[src/rtl/mem_access_seq.sv]
// mem_access_seq: byte-serial load/store sequencer between the execute stage and the data memory.
// Wide accesses become two consecutive byte accesses; results return as a one-cycle response pulse.
module mem_access_seq #(
  parameter int W = 8,
  parameter int A = 8
) (
  input  logic           clk,
  input  logic           reset,
  input  logic           req_valid,
  output logic           req_ready,
  input  logic           req_store,
  input  logic           req_wide,
  input  logic [A-1:0]   req_addr,
  input  logic [2*W-1:0] req_wdata,
  output logic [A-1:0]   dm_addr,
  output logic [W-1:0]   dm_wdata,
  output logic           dm_we,
  output logic           dm_mem_to_reg,
  input  logic [W-1:0]   dm_rdata,
  output logic           rsp_valid,
  output logic           rsp_is_load,
  output logic [2*W-1:0] rsp_data
);
  typedef enum logic [1:0] {IDLE, ACC0, ACC1, RESP} state_t;
  state_t         r_state, w_next;
  logic           r_store, r_wide;
  logic [A-1:0]   r_addr;
  logic [2*W-1:0] r_wdata;
  logic [W-1:0]   r_lo, r_hi;
  logic           w_acc0, w_acc1, w_resp;
  always_ff @(posedge clk) begin
    if (reset) begin
      r_state <= IDLE;
      r_store <= 1'b0;
      r_wide  <= 1'b0;
      r_addr  <= '0;
      r_wdata <= '0;
      r_lo    <= '0;
      r_hi    <= '0;
    end else begin
      r_state <= w_next;
      if (r_state == IDLE && req_valid) begin
        r_store <= req_store;
        r_wide  <= req_wide;
        r_addr  <= req_addr;
        r_wdata <= req_wdata;
        r_lo    <= '0;
        r_hi    <= '0;
      end
      if (r_state == ACC0 && !r_store) r_lo <= dm_rdata;
      if (r_state == ACC1 && !r_store) r_hi <= dm_rdata;
    end
  end
  // every output is gated by reset so nothing leaks out while a stale state is still registered
  always_comb begin
    w_next = r_state == IDLE ? (req_valid ? ACC0 : IDLE) :
             r_state == ACC0 ? (r_wide ? ACC1 : RESP) :
             r_state == ACC1 ? RESP : IDLE;
    w_acc0        = r_state == ACC0 && !reset;
    w_acc1        = r_state == ACC1 && !reset;
    w_resp        = r_state == RESP && !reset;
    req_ready     = r_state == IDLE && !reset;
    dm_addr       = w_acc0 ? r_addr : w_acc1 ? r_addr + A'(1) : '0;
    dm_wdata      = w_acc0 ? r_wdata[W-1:0] : w_acc1 ? r_wdata[2*W-1:W] : '0;
    dm_we         = (w_acc0 || w_acc1) && r_store;
    dm_mem_to_reg = (w_acc0 || w_acc1) && !r_store;
    rsp_valid     = w_resp;
    rsp_is_load   = w_resp && !r_store;
    rsp_data      = (w_resp && !r_store) ? (r_wide ? {r_hi, r_lo} : {{W{1'b0}}, r_lo}) : '0;
  end
endmodule
[config.mk]
export PLATFORM = sky130hd
export DESIGN_NAME = mem_access_seq
export DESIGN_NICKNAME = d
export VERILOG_FILES = /design/src/rtl/mem_access_seq.sv
export SDC_FILE = /design/constraint.sdc
export NUM_CORES = 1
export LEC_CHECK = 0
export BUFFER_PORTS_ARGS = -buffer_cell sky130_fd_sc_hd__buf_2
export CORE_ASPECT_RATIO = 0.7
export CORE_MARGIN = 8
export CORE_UTILIZATION = 45
export CTS_CLUSTER_SIZE = 28
export DETAILED_ROUTE_END_ITERATION = 10
export PLACE_DENSITY = 0.8
export SYNTH_ARGS = -nofsm -noshare
export SYNTH_HDL_FRONTEND = slang
export SYNTH_SLANG_ARGS = --single-unit
[constraint.sdc]
create_clock -name clk -period 1.82 [get_ports clk]
set_input_delay 0.364 -clock clk [delete_from_list [all_inputs] [get_ports clk]]
set_output_delay 0.364 -clock clk [all_outputs]
set_load 0.005 [all_outputs]
==> flow_summary.toml <==
[layout]
design_area_um2 = 3170
finalNetCount = 413
drive_gt1_share_pct = 37.9
final_cells = 429
layout.cells.most_common = "nand2_1"
diodes = 0
final_cell_mix = "83 x nand2_1, 56 x buf_2, 50 x a21oi_1, 42 x dfxtp_1, 21 x buf_6"
areaGrowthSynthToFinish_pct = 47.5

[worst_setup_path]
worstSetupPathType = "flip-flop to output port"
startpoint = "r_state[1]$_SDFF_PP0_"
arrival_ns = 1.70
r2r_start = "r_state[1]$_SDFF_PP0_"
crit_fanout = 6
critPathLaunchType = "flip-flop"
cp-end-kind = "output port"
required_ns = 1.46

[sta]
drv_slew = 0
timing.hold.ws_ns = 0.297
clock-skew-final_ns = 0.00591
worst_slack_ns = -0.245
setup_viol = 34
tns_ns = -5.15
hold_viol = 0
clock.fmax_ghz = 0.484
finalCriticalPeriod_ns = 2.06
grt_setup_unrepaired = "true"
relSlewSlack_pct = 73.8
worst_pin_slew_ns = 0.391
fin_crit_sh_pct = 113

[power_and_ir_drop]
p_leak_nw = 1.29
power.density_nw_per_um2 = 685
ir_drop_uv = 372

[run_status]
status = "finished, violations left"
violations = "negative setup slack"

[logic_synthesis]
synth-seq-cells = 44
syn_nets = 333
syn_inst = 291
synth-seq-area-share_pct = 41.0
synth_area_um2 = 2150
avgSynthCellArea_um2 = 7.39
ys_warn_count = 0
synth.distinct_cells = 27

[detailed_routing]
routed_wl_mm = 6.86
avgViaCountPerCell = 5.28
drcViolationCount = 0
initialDrtViolationCount = 139
postRouteAntennaNets = 0
top_layer = "met4"
wl_met3_um = 289
wirelength_met1_mm = 3.00
avgRoutedWirePerCell_um = 16.0
vias = 2267
met2WireLength_mm = 3.49
drtPass1Iterations = 4

[floorplan]
placementRows = 21
die_w_um = 98.6
io_pins = 74
core_area_um2 = 4700
initial_core_util_pct = 45.7
design.die.area_um2 = 7280
die_y_um = 73.8

[flow_run]
drv_cap = 0

[place]
io_buffers = 73
postPlaceCellArea_um2 = 2610
dp.cells = 412
hpwlAfterDp_mm = 4.21
globalplace.congestion = 0.875
preCtsSetupSlack_ns = -0.0364

[cts]
htree_levels = 2
cts_inserted_buffers = 5
cts_hold_buf = 0
clkLatencyLatePin_ns = 0.29
cts_root_buffer = "clkbuf_8"
cts_tree = "yes"
clk_pin_slew_ns = 0.08
clock-sinks = 44
cts_buffer_depth = 2

[min_path]
holdCritPathClass = "primary input to flip-flop"
worstHoldStart = "req_wdata[4]"

[global_route]
grt_max_degree = 33
grt_pass1_wl_mm = 10.1
overflow = 0
grt_pass1_vias = 2091
antenna_found_initial = 0
track_usage_pct = 17.0
==> per-layer routing <==
metal  global-route usage (%)  vias up
li1                         -     1133
met1                     20.5     1063
met2                     29.9       67
met3                     4.07        4
met4                     4.57        0
met5                        0        -
==> per-stage QoR <==
stage | util (%) | total power, mW
after floorplan | - | 1.23
after global placement | 55.4 | 1.33
after detailed placement | 55.4 | 1.34
after CTS | 64.9 | 2.13
after global routing | 67.4 | 2.25
final | 67.4 | 2.17
==> cell type report <==
class	instances	area [um^2]
inverter	3	11.3
clock buffer	6	82.6
timing repair buffer	95	737
clock inverter	2	38.8
multi-input combinational	222	1350
fill	388	1530
tap	57	71.3
sequential	44	886
==> worst max-delay path: stages, from the launching register on <==
cell and delay [ns]:
dfxtp_2 0.36, inv_2 0.06, ha_4 0.16, nor2b_4 0.15, nor4_2 0.32, mux2i_1 0.22
buf_2 0.13
==> cell families (layout without fill, tap and decap cells) <==
| group | count (synthesis) | in the layout | share of synthesized area (%) |
|---|---|---|---|
| and+or+nand+nor | 153 | 153 | 34.7 |
| AOI/OAI and AO/OA | 59 | 59 | 14.3 |
| DFF | 44 | 44 | 41.0 |
| buffers and inverters | 25 | 106 | 4.77 |
| adders and majority gates | 5 | 5 | 2.91 |
| muxes | 5 | 5 | 2.33 |
==> state kept, by name (all words and copies together), names as in the netlist <==
register / cells
r_store: 1
r_lo: 8
r_wide: 1
r_wdata: 16
r_state: 2
r_hi: 8
r_addr: 8
==> synth_stat cells, drive strengths merged <==
library cell,instances,share of area [%]
nor2,2,0.35
nand3b,9,3.1
a21oi,54,13
o21ba,1,0.47
ha,5,2.9
and2,10,2.9
inv,3,0.52
dfxtp,44,41
o21bai,2,0.70
nand4,1,0.29
mux2i,5,2.3
nor4,2,0.58
nand2,84,15
nand2b,6,1.7
and2b,1,0.35
o31ai,1,0.35
nor2b,8,2.7
o21ai,1,0.23
and3,8,2.3
clkbuf,15,2.6
buf,7,1.6
nor3b,1,0.35
or4,1,0.35
nor4b,1,0.41
nand3,18,4.2
nand4b,1,0.41
==> timing repair <==
item | 4_1_cts | 5_1_grt
setup endpoints to repair | 35 | 39
resized for setup | 51 | 21
setup buffers | 3 | 3
gates cloned | 2 | 2
pin swaps | 16 | 11
==> report_power, final <==
part	switching [mW]	leakage (nW)	internal [mW]
Clock	0.341	0.0614	0.449
Combinational	0.185	0.869	0.148
Sequential	0.0389	0.361	1.01
==> path summary, 6_finish.rpt <==
check | slack, ns | to | cells past startpoint
worst max-delay path | -0.24 | dm_addr[7] | 6
worst max register to register | 0.11 | r_lo[7]$_SDFFE_PP0P_ | 8
worst min register to register | 0.46 | r_wdata[11]$_SDFFE_PP0P_ | 2
worst min-delay path | 0.30 | r_wdata[4]$_SDFFE_PP0P_ | 3
(Power assumes the default switching activity.)
